==> config.mk <==
export PLATFORM = sky130hd
export DESIGN_NAME = id_decode_queue
export DESIGN_NICKNAME = d
export VERILOG_FILES = /design/src/rtl/id_decode_queue_pkg.sv /design/src/rtl/id_inst_fifo.sv /design/src/rtl/id_decode_queue.sv
export SDC_FILE = /design/constraint.sdc
export NUM_CORES = 1
export LEC_CHECK = 0
export ABC_AREA = 1
export BUFFER_PORTS_ARGS = -buffer_cell sky130_fd_sc_hd__buf_4
export CAP_MARGIN = 5
export CORE_UTILIZATION = 41
export CTS_CLUSTER_DIAMETER = 30
export DETAILED_ROUTE_END_ITERATION = 8
export HOLD_SLACK_MARGIN = 0.15
export PLACE_DENSITY = 0.62
export SYNTH_ARGS = -nofsm -noshare
export SYNTH_HDL_FRONTEND = slang
export SYNTH_HIERARCHICAL = 1
export SYNTH_SLANG_ARGS = --single-unit
==> constraint.sdc <==
create_clock -name clk -period 6 [get_ports clk]
set_clock_uncertainty 0.2 [all_clocks]
set_input_delay 0.6 -clock clk [delete_from_list [all_inputs] [get_ports clk]]
set_output_delay 0.6 -clock clk [all_outputs]
set_load 0.02 [all_outputs]
==> src/rtl/id_decode_queue_pkg.sv <==
// Shared decode constants: opcodes, instruction field positions
// and opcode-class helpers for the buffered decode stage.
package id_decode_queue_pkg;

   localparam logic [5:0] OP_SPECIAL = 6'h00;
   localparam logic [5:0] OP_J       = 6'h02;
   localparam logic [5:0] OP_JAL     = 6'h03;
   localparam logic [5:0] OP_ADDI    = 6'h08;
   localparam logic [5:0] OP_ADDIU   = 6'h09;
   localparam logic [5:0] OP_SLTI    = 6'h0A;
   localparam logic [5:0] OP_SLTIU   = 6'h0B;
   localparam logic [5:0] OP_ANDI    = 6'h0C;
   localparam logic [5:0] OP_ORI     = 6'h0D;
   localparam logic [5:0] OP_XORI    = 6'h0E;
   localparam logic [5:0] OP_LUI     = 6'h0F;
   localparam logic [5:0] OP_LW      = 6'h23;

   localparam logic [4:0] REG_RA = 5'd31;

   localparam int OPC_HI = 31;
   localparam int OPC_LO = 26;
   localparam int RS_HI  = 25;
   localparam int RS_LO  = 21;
   localparam int RT_HI  = 20;
   localparam int RT_LO  = 16;
   localparam int RD_HI  = 15;
   localparam int RD_LO  = 11;
   localparam int SH_HI  = 10;
   localparam int SH_LO  = 6;
   localparam int FN_HI  = 5;
   localparam int FN_LO  = 0;
   localparam int IMM_HI = 15;
   localparam int TGT_HI = 25;

   typedef enum logic [1:0] {
      FMT_NOP,
      FMT_R,
      FMT_I,
      FMT_J
   } fmt_e;

   function automatic fmt_e op_fmt(input logic [5:0] op);
      case (op)
         OP_SPECIAL:    return FMT_R;
         OP_J, OP_JAL:  return FMT_J;
         OP_ADDI, OP_ADDIU, OP_SLTI, OP_SLTIU,
         OP_ANDI, OP_ORI, OP_XORI, OP_LUI,
         OP_LW:         return FMT_I;
         default:       return FMT_NOP;
      endcase
   endfunction

   function automatic logic imm_zext(input logic [5:0] op);
      return op inside {OP_ANDI, OP_ORI, OP_XORI, OP_LUI};
   endfunction

endpackage

==> src/rtl/id_inst_fifo.sv <==
// Instruction queue: power-of-two FIFO with wrap-bit pointers,
// synchronous clear and a combinational head view.
module id_inst_fifo #(
   parameter int DEPTH = 4,
   parameter int WIDTH = 64
) (
   input  logic             clk,
   input  logic             rst,
   input  logic             push,
   input  logic             pop,
   input  logic             clear,
   input  logic [WIDTH-1:0] din,
   output logic             full,
   output logic             empty,
   output logic [WIDTH-1:0] head
);

   localparam int PW = $clog2(DEPTH) + 1;

   logic [PW-1:0]    wr_ptr;
   logic [PW-1:0]    rd_ptr;
   logic [WIDTH-1:0] mem [DEPTH];
   logic             do_push;
   logic             do_pop;

   assign empty   = (wr_ptr == rd_ptr);
   assign full    = (wr_ptr[PW-1] != rd_ptr[PW-1]) &&
                    (wr_ptr[PW-2:0] == rd_ptr[PW-2:0]);
   assign head    = mem[rd_ptr[PW-2:0]];
   assign do_push = push && !full && !clear;
   assign do_pop  = pop && !empty && !clear;

   always_ff @(posedge clk or posedge rst) begin
      if (rst) begin
         wr_ptr <= '0;
         rd_ptr <= '0;
      end else if (clear) begin
         wr_ptr <= '0;
         rd_ptr <= '0;
      end else begin
         if (do_push) wr_ptr <= wr_ptr + 1'b1;
         if (do_pop)  rd_ptr <= rd_ptr + 1'b1;
      end
   end

   always_ff @(posedge clk) begin
      if (do_push) mem[wr_ptr[PW-2:0]] <= din;
   end

endmodule

==> src/rtl/id_decode_queue.sv <==
// Buffered decode stage: queues fetched instructions, decodes the
// head, holds on load-use hazards and redirects on jumps.
module id_decode_queue
   import id_decode_queue_pkg::*;
#(
   parameter int ADDR_W      = 32,
   parameter int DATA_W      = 32,
   parameter int REG_ADDR_W  = 5,
   parameter int QUEUE_DEPTH = 4,
   parameter int STALL_CNT_W = 16
) (
   input  logic                   clk,
   input  logic                   rst,
   input  logic                   flush,
   input  logic                   in_valid,
   output logic                   in_ready,
   input  logic [ADDR_W-1:0]      in_addr,
   input  logic [DATA_W-1:0]      in_inst,
   output logic                   reg_read_en_1,
   output logic                   reg_read_en_2,
   output logic [REG_ADDR_W-1:0]  reg_addr_1,
   output logic [REG_ADDR_W-1:0]  reg_addr_2,
   input  logic [DATA_W-1:0]      reg_val_mux_data_1,
   input  logic [DATA_W-1:0]      reg_val_mux_data_2,
   input  logic                   ex_load_pending,
   input  logic [REG_ADDR_W-1:0]  ex_load_dest,
   output logic                   out_valid,
   input  logic                   out_ready,
   output logic [ADDR_W-1:0]      out_addr,
   output logic [5:0]             funct,
   output logic [DATA_W-1:0]      operand_1,
   output logic [DATA_W-1:0]      operand_2,
   output logic [4:0]             shamt,
   output logic                   write_reg_en,
   output logic [REG_ADDR_W-1:0]  write_reg_addr,
   output logic                   branch_redirect,
   output logic [ADDR_W-1:0]      branch_target,
   output logic [STALL_CNT_W-1:0] stall_cnt
);

   localparam int ENT_W = ADDR_W + DATA_W;

   logic                  fifo_push, fifo_pop, fifo_clear;
   logic                  fifo_full, fifo_empty;
   logic [ENT_W-1:0]      fifo_head;
   logic [ADDR_W-1:0]     head_addr;
   logic [DATA_W-1:0]     head_inst;
   logic [5:0]            opcode;
   logic [REG_ADDR_W-1:0] rs, rt, rd;
   logic [15:0]           imm;
   fmt_e                  fmt;
   logic                  need_1, need_2, is_jump, hazard, issue;
   logic [5:0]            d_funct;
   logic [DATA_W-1:0]     d_op1, d_op2;
   logic [4:0]            d_shamt;
   logic                  d_wen;
   logic [REG_ADDR_W-1:0] d_waddr;
   logic [ADDR_W-1:0]     d_target;

   id_inst_fifo #(
      .DEPTH (QUEUE_DEPTH),
      .WIDTH (ENT_W)
   ) u_fifo (
      .clk   (clk),
      .rst   (rst),
      .push  (fifo_push),
      .pop   (fifo_pop),
      .clear (fifo_clear),
      .din   ({in_addr, in_inst}),
      .full  (fifo_full),
      .empty (fifo_empty),
      .head  (fifo_head)
   );

   assign head_addr = fifo_head[ENT_W-1:DATA_W];
   assign head_inst = fifo_head[DATA_W-1:0];
   assign opcode    = head_inst[OPC_HI:OPC_LO];
   assign rs        = REG_ADDR_W'(head_inst[RS_HI:RS_LO]);
   assign rt        = REG_ADDR_W'(head_inst[RT_HI:RT_LO]);
   assign rd        = REG_ADDR_W'(head_inst[RD_HI:RD_LO]);
   assign imm       = head_inst[IMM_HI:0];
   assign fmt       = fifo_empty ? FMT_NOP : op_fmt(opcode);
   assign d_target  = ADDR_W'({head_addr[ADDR_W-1 -: 4],
                               head_inst[TGT_HI:0], 2'b00});

   assign reg_read_en_1 = need_1 && (rs != '0);
   assign reg_read_en_2 = need_2 && (rt != '0);
   assign reg_addr_1    = need_1 ? rs : '0;
   assign reg_addr_2    = need_2 ? rt : '0;

   always_comb begin
      need_1  = 1'b0;
      need_2  = 1'b0;
      is_jump = 1'b0;
      d_funct = '0;
      d_op1   = '0;
      d_op2   = '0;
      d_shamt = '0;
      d_wen   = 1'b0;
      d_waddr = '0;
      unique case (fmt)
         FMT_R: begin
            need_1  = 1'b1;
            need_2  = 1'b1;
            d_funct = head_inst[FN_HI:FN_LO];
            d_op1   = reg_read_en_1 ? reg_val_mux_data_1 : '0;
            d_op2   = reg_read_en_2 ? reg_val_mux_data_2 : '0;
            d_shamt = head_inst[SH_HI:SH_LO];
            d_wen   = 1'b1;
            d_waddr = rd;
         end
         FMT_I: begin
            need_1  = 1'b1;
            d_funct = opcode;
            d_op1   = reg_read_en_1 ? reg_val_mux_data_1 : '0;
            d_op2   = imm_zext(opcode) ? DATA_W'(imm)
                                       : DATA_W'($signed(imm));
            d_wen   = 1'b1;
            d_waddr = rt;
         end
         FMT_J: begin
            is_jump = 1'b1;
            d_funct = opcode;
            if (opcode == OP_JAL) begin
               d_op1   = DATA_W'(head_addr + ADDR_W'(8));
               d_wen   = 1'b1;
               d_waddr = REG_ADDR_W'(REG_RA);
            end
         end
         default: ;
      endcase
   end

   assign hazard = ex_load_pending && (ex_load_dest != '0) &&
                   ((reg_read_en_1 && rs == ex_load_dest) ||
                    (reg_read_en_2 && rt == ex_load_dest));
   assign issue  = !fifo_empty && !hazard && !flush &&
                   (!out_valid || out_ready);

   // A jump squashes everything fetched behind it, including this cycle's push.
   assign fifo_clear = flush || (issue && is_jump);
   assign fifo_pop   = issue;
   assign in_ready   = !fifo_full && !rst;
   assign fifo_push  = in_valid && in_ready && !fifo_clear;

   always_ff @(posedge clk or posedge rst) begin
      if (rst) begin
         out_valid       <= 1'b0;
         out_addr        <= '0;
         funct           <= '0;
         operand_1       <= '0;
         operand_2       <= '0;
         shamt           <= '0;
         write_reg_en    <= 1'b0;
         write_reg_addr  <= '0;
         branch_redirect <= 1'b0;
         branch_target   <= '0;
      end else if (flush) begin
         out_valid       <= 1'b0;
         branch_redirect <= 1'b0;
      end else if (issue) begin
         out_valid       <= 1'b1;
         out_addr        <= head_addr;
         funct           <= d_funct;
         operand_1       <= d_op1;
         operand_2       <= d_op2;
         shamt           <= d_shamt;
         write_reg_en    <= d_wen;
         write_reg_addr  <= d_waddr;
         branch_redirect <= is_jump;
         branch_target   <= is_jump ? d_target : '0;
      end else begin
         branch_redirect <= 1'b0;
         if (out_ready) out_valid <= 1'b0;
      end
   end

   always_ff @(posedge clk or posedge rst) begin
      if (rst) begin
         stall_cnt <= '0;
      end else if (hazard && stall_cnt != '1) begin
         stall_cnt <= stall_cnt + 1'b1;
      end
   end

endmodule

==> results_dict.tcl, run 1 <==
set metrics [dict create \
    initial_core_util_pct 41.56 \
    grt_antenna_before_repair 3 \
    viasPerCell 5.128 \
    netlist_area_mm2 0.01886 \
    hold_class "primary input to flop" \
    grt-ovfl-total 0 \
    gp_congestion 0.8963 \
    pwr-share-clk_pct 56.5 \
    synth_cell_types 36 \
    p_seq_share_pct 36.8 \
    cap_violations 0 \
    synth_top_family_by_area "simple AND/OR/NAND/NOR gates" \
    fp.dieH_um 216.5 \
    grt_pass1_vias 14930 \
    ios 315 \
    portBuffers 312 \
    drc 0 \
    finalSetupViolations 0 \
    place.detailed.hpwl_mm 38.23 \
    nets 2472 \
    p_switching_mw 2.040 \
    min_period_ps 5428 \
    vias 15380 \
    period_share_pct 90.47 \
    synthSimpleGateAreaFrac_pct 17.19 \
    power.density_mw_per_mm2 341.6 \
    synth_edf_count 256 \
    synth.avg_cell_area_um2 9.927 \
    cts.sink_count 423 \
    worstSetupStartpointType "flop" \
    synthArstFlopShare_pct 39.48 \
    hold_violations 0 \
    clkLatencyLatePin_ps 620 \
    end_kind "flop" \
    status "complete, no violations" \
    syn_inst 1900 \
    pre_cts_slack_ps 322.1 \
    drt_iter0_drc 1459 \
    path_class "flop to flop" \
    swShare_pct 23.23 \
    numCtsBuffers 88 \
    clk_pin_slew_ps 50 \
    die-area_mm2 0.04687 \
    cp.required_ps 6090 \
    yosysWarnings 6 \
    cts_root_buffer "clkbuf_16" \
    synth-compound-area-share_pct 12.40 \
    post_drt_wl_per_cell_um 18.56 \
    leakagePower_nw 10.94 \
    irDropWorstVdd_v 0.0002478 \
    std_cell_rows 78 \
    worstMarginPinSlew_ps 978.3 \
    crit_path_max_fanout 49 \
    comb_power_share_pct 6.6 \
    max_freq_ghz 0.1842 \
    grtUsageTotal_pct 23.62 \
    grt_pass1_wl_mm 84.92 \
    slew_headroom_pct 34.78 \
    ant_nets 0 \
    power_mw 8.783 \
    final_cell_mix "nand2_1, buf_4, edfxtp_1" \
    drive_gt1_share_pct 23.91 \
    grt_max_degree 153 \
    final_common_cell "nand2_1" \
    synthXorXnorAreaFrac_pct 1.061 \
    ctsLongestPathBuffers 3 \
    drt_pass1_iterations 6 \
    die_w_um 216.5 \
    fin_ws_ps 571.6 \
    synth.mux.area_fraction_pct 0 \
    synthAdderAreaFrac_pct 0.7297 \
    slew_viol_final 0 \
    routed_wl_mm 55.68 \
    area_growth_pct 36.31 \
    power.internal_mw 6.743 \
    rsz0062_at_grt "no" \
    synthFlopType "edfxtp_1" \
    arrival_ps 5520 \
    yosys_register_bits 423 \
    tritoncts "done" \
    core_area_mm2 0.04538 \
    yosysSeqAreaShare_pct 62.91 \
    htreeDepth 3 \
]
path summary, 6_finish.rpt:
check / from / end / slack [ps] / depth (start not counted)
setup / recovery: u_fifo/rd_ptr[0]$_DFFE_PP0P_ / u_fifo/mem[3][43]$_DFFE_PP_ / 570 / 19
hold / removal: reg_val_mux_data_2[23] / operand_2[23]$_DFFE_PP0P_ / 180 / 5
setup reg to reg: u_fifo/rd_ptr[0]$_DFFE_PP0P_ / u_fifo/mem[3][43]$_DFFE_PP_ / 570 / 19
hold reg to reg: out_addr[10]$_DFFE_PP0P_ / out_addr[10]$_DFFE_PP0P_ / 280 / 2
max in group asynchronous: rst / operand_2[13]$_DFFE_PP0P_ / 3630 / 4
min in group asynchronous: rst / u_fifo/rd_ptr[0]$_DFFE_PP0P_ / 330 / 3
power groups by stage:
stage	Combinational (mW)	Clock, mW	Sequential (mW)
6_report	0.581	4.97	3.24
5_1_grt	0.625	5.18	3.24
4_1_cts	0.582	5.04	3.24
3_5_place_dp	0.536	0	3.29
3_3_place_gp	0.530	0	3.28
2_1_floorplan	0.186	0	3.36
per-stage QoR:
step / hold WS (ps) / instance area (um2) / setup TNS [ps] / utilization [%] / cells
3_3_place_gp: 269.1 / 21610 / 0 / 47.62 / 2732
2_1_floorplan: 191.0 / 18870 / -89920 / - / 1901
6_report: 176.0 / 25710 / 0 / 56.65 / 2999
5_1_grt: 180.7 / 25710 / 0 / 56.65 / 2998
4_1_cts: 150.2 / 25580 / 0 / 56.36 / 2981
3_5_place_dp: 269.0 / 21610 / 0 / 47.62 / 2732
routing by layer:
layer,track usage [%],vias to the layer above,share of wire [%]
li1,-,7321,-
met1,33.61,7338,45
met2,34.82,609,45
met3,4.828,112,7.2
met4,10.42,0,3.2
met5,0,-,0
timing repair:
action,in CTS,in global routing
setup buffers,0,15
endpoints found under the setup margin,0,150
endpoints found under the hold margin,379,0
gates resized for setup,0,0
hold buffers,85,0
cell type report:
type / instances / area (um2)
inverter: 117 / 445.4
sequential: 423 / 11870
fill: 3905 / 19670
multi-input combinational: 1257 / 5963
antenna: 3 / 7.507
tap: 600 / 750.7
clock buffer: 104 / 2352
timing repair buffer: 435 / 3553
clock inverter: 60 / 765.7
kinds of logic after synthesis:
group	count (synthesis)
DFF	423
buffers and inverters	221
adders and majority gates	11
xor gates and xnor gates	22
AOI/OAI and AO/OA	407
and+or+nand+nor	815
other	1
cell usage after synthesis (38+ instances only):
library cell | n | area [um2]
clkbuf_1 | 51 | 191.4
edfxtp_1 | 256 | 7687
nand3_1 | 38 | 190.2
o21ai_2 | 50 | 437.9
o21ai_1 | 64 | 320.3
o22ai_1 | 70 | 437.9
nand2_1 | 534 | 2004
nor2_1 | 198 | 743.2
inv_1 | 111 | 416.7
dfrtp_1 | 167 | 4179
o21ai_0 | 202 | 1011
registers in the layout, indices dropped and copies added, names as in the netlist:
name and flops:
funct 6, shamt 5, stall_cnt 16, write_reg_en 1, branch_redirect 1, operand_2 32
u_fifo/wr_ptr 3, out_valid 1, u_fifo/mem 256, branch_target 30, operand_1 32, write_reg_addr 5
out_addr 32, u_fifo/rd_ptr 3
critical path: stages, from the launching register on:
cell	delay [ps]
dfrtp_4	510
clkinv_2	530
o21ai_1	320
o22ai_1	140
inv_1	120
nand2_1	90
nor4_1	510
ha_1	560
nand2_1	140
nor2_1	120
nand2_1	60
nand2_1	120
nand2_2	100
nand4_1	100
nand2_1	100
inv_1	280
nand3_1	410
nor2_4	240
buf_12	170
buf_4	270
Note: power is estimated with default switching activity, not from simulation.
==> run 2: changes to the inputs <==
--- a/config.mk
+++ b/config.mk
@@ -5,9 +5,9 @@
 export SDC_FILE = /design/constraint.sdc
 export NUM_CORES = 1
 export LEC_CHECK = 0
-export ABC_AREA = 1
 export BUFFER_PORTS_ARGS = -buffer_cell sky130_fd_sc_hd__buf_4
 export CAP_MARGIN = 5
+export CORE_MARGIN = 2
 export CORE_UTILIZATION = 41
 export CTS_CLUSTER_DIAMETER = 30
 export DETAILED_ROUTE_END_ITERATION = 8
==> results_dict.tcl, run 2 <==
set metrics [dict create \
    ant_nets 0 \
    hold_class "primary input to flop" \
    cap_violations 0 \
    grt_pass1_vias 13040 \
    end_kind "flop" \
    synthArstFlopShare_pct 39.48 \
    synth_edf_count 256 \
    drt_iter0_drc 1178 \
    power.internal_mw 7.716 \
    swShare_pct 28.67 \
    period_share_pct 93.30 \
    fin_area_mm2 0.02547 \
    syn_inst 1255 \
    grt-ovfl-total 0 \
    largest_reg_flops 256 \
    area_growth_pct 42.43 \
    grt_antenna_before_repair 3 \
    p_seq_share_pct 32.3 \
    std_cell_rows 76 \
    arrival_ps 5670 \
    place.detailed.hpwl_mm 33.56 \
    slew_viol_final 0 \
    cts.sink_count 423 \
    yosysSeqAreaShare_pct 66.35 \
    status "complete, no violations" \
    grtUsageTotal_pct 22.76 \
    path_class "flop to flop" \
    numCtsBuffers 97 \
    irDropWorstVdd_v 0.0002199 \
    yosysWarnings 6 \
    min_period_ps 5598 \
    slew_headroom_pct 24.42 \
    synth_cell_types 58 \
    die_w_um 212.9 \
    clkLatencyLatePin_ps 610 \
    placed_area_mm2 0.02081 \
    vias 12580 \
    die-area_mm2 0.04531 \
    core_area_mm2 0.04308 \
    tns_ps 0 \
    worstSetupStartpointType "flop" \
    viasPerCell 5.217 \
    leakagePower_nw 10.36 \
    cts_root_buffer "clkbuf_16" \
    post_drt_wl_per_cell_um 21.36 \
    htreeDepth 3 \
    max_freq_ghz 0.1786 \
    comb_power_share_pct 18.9 \
    clk_pin_slew_ps 50 \
    finalSetupViolations 0 \
    rsz0062_at_grt "no" \
    fp.dieH_um 212.9 \
    power.density_mw_per_mm2 424.7 \
    yosysMostFrequentCell "edfxtp_1" \
    yosys_register_bits 423 \
    nets 1888 \
    synth_area_leaders "edfxtp_1, dfrtp_1, mux4_2" \
    final_cell_mix "buf_4, edfxtp_1, nand2_1" \
    grt_pass1_wl_mm 77.13 \
    netlist_area_mm2 0.01788 \
    tritoncts "done" \
    ys_top_cells_by_count "edfxtp_1, nand2_1, dfrtp_1" \
    drt_pass1_iterations 5 \
    fillers 3443 \
    synth.avg_cell_area_um2 14.25 \
    pwr-share-clk_pct 48.9 \
    portBuffers 312 \
    drive_gt1_share_pct 35.16 \
    routed_wl_mm 51.49 \
    drc 0 \
    p_switching_mw 3.102 \
    grt_max_degree 215 \
    ios 315 \
    synth.largest_area_cell "edfxtp_1" \
    ctsLongestPathBuffers 3 \
    hold_violations 0 \
    synthFlopType "edfxtp_1" \
    final_common_cell "buf_4" \
    crit_path_max_fanout 40 \
    gp_congestion 0.7914 \
    initial_core_util_pct 41.52 \
    synth_top_area_share_pct 42.99 \
    cp.required_ps 6070 \
    worstMarginPinSlew_ps 1130 \
]
[run 2: cell types whose count changed after synthesis, sizes merged, moves of 64 or more]
cell   before  now
o22ai      70    0
inv       115   16
nor2      199   46
nand2     535  242
o21ai     316   28
mux4        0   64
[run 2: timing repair]
item / CTS / global route
gates resized for setup: 0 / 2
hold buffers: 122 / 0
buffers inserted: 0 / 2
endpoints found under the setup margin: 0 / 161
endpoints found under the hold margin: 433 / 0
[run 2: layout make-up]
class	count	area (um2)	share of cell area [%]
clock buffer	118	2660	10.44
multi-input combinational	740	5605	22.01
tap	585	732.0	2.874
sequential	423	11870	46.62
clock inverter	66	714.4	2.805
timing repair buffer	460	3809	14.95
antenna	3	7.507	0.02947
inverter	16	68.82	0.2702
[run 2: worst paths after layout]
path	depth (start not counted)	end	start	slack (ps)
max	15	u_fifo/mem[3][60]$_DFFE_PP_	u_fifo/rd_ptr[0]$_DFFE_PP0P_	400
min	3	operand_2[17]$_DFFE_PP0P_	reg_val_mux_data_2[17]	180
max reg2reg	15	u_fifo/mem[3][60]$_DFFE_PP_	u_fifo/rd_ptr[0]$_DFFE_PP0P_	400
min reg2reg	2	shamt[4]$_DFFE_PP0P_	shamt[4]$_DFFE_PP0P_	260
max in group asynchronous	4	shamt[1]$_DFFE_PP0P_	rst	3780
min in group asynchronous	3	u_fifo/rd_ptr[2]$_DFFE_PP0P_	rst	350
[run 2: metrics by stage]
stage          power (mW)  utilization (%)  cells  hold WS [ps]  worst slack, ps
6_report            10.82            59.13   2411         178.2            401.7
2_1_floorplan       4.754                -   1256         191.0            154.6
3_5_place_dp        5.517            48.30   2096         258.6            167.1
5_1_grt             11.25            59.12   2409         183.7            160.9
3_3_place_gp        5.497            48.30   2096         251.6            331.2
4_1_cts             10.91            58.97   2402         151.2            142.7
[run 2: logic make-up (layout without fill, tap and decap cells)]
group | count (synthesis) | after routing | synth area share [%]
XOR/XNOR | 58 | 58 | 2.925
flip-flops | 423 | 423 | 66.35
multiplexers | 66 | 66 | 8.186
other | 1 | 5 | 0.02097
adder cells (fa/ha/maj) | 11 | 11 | 0.7696
buffers and inverters | 97 | 660 | 2.701
AO/OA/AOI/OAI | 184 | 184 | 8.599
AND/OR/NAND/NOR | 415 | 419 | 10.45
[run 2: layer usage]
metal | vias to the layer above | GRT usage (%) | share of wire [%]
met5 | - | 0.7786 | 0.014
met4 | 2 | 9.260 | 2.8
met3 | 86 | 5.427 | 7.3
met2 | 502 | 35.73 | 48
met1 | 6273 | 30.51 | 42
li1 | 5716 | - | -
[run 2: power groups by stage]
stage	Combinational [mW]	Sequential, mW	Clock, mW
detailed placement	1.98	3.54	0
finish	2.04	3.49	5.29
floorplan	1.00	3.75	0
global placement	1.96	3.53	0
global route	2.20	3.52	5.53
CTS	2.05	3.49	5.36
[run 2: worst max-delay path, stage by stage (launching register included)]
cell	delay (ps)
dfrtp_4	540
mux4_2	580
or4_1	600
a211o_1	310
inv_1	110
ha_1	210
o21a_2	160
or4b_1	490
nand3_4	130
clkinv_2	60
a21o_1	320
nor2_1	330
inv_1	140
a311oi_4	350
and2_4	400
buf_12	290
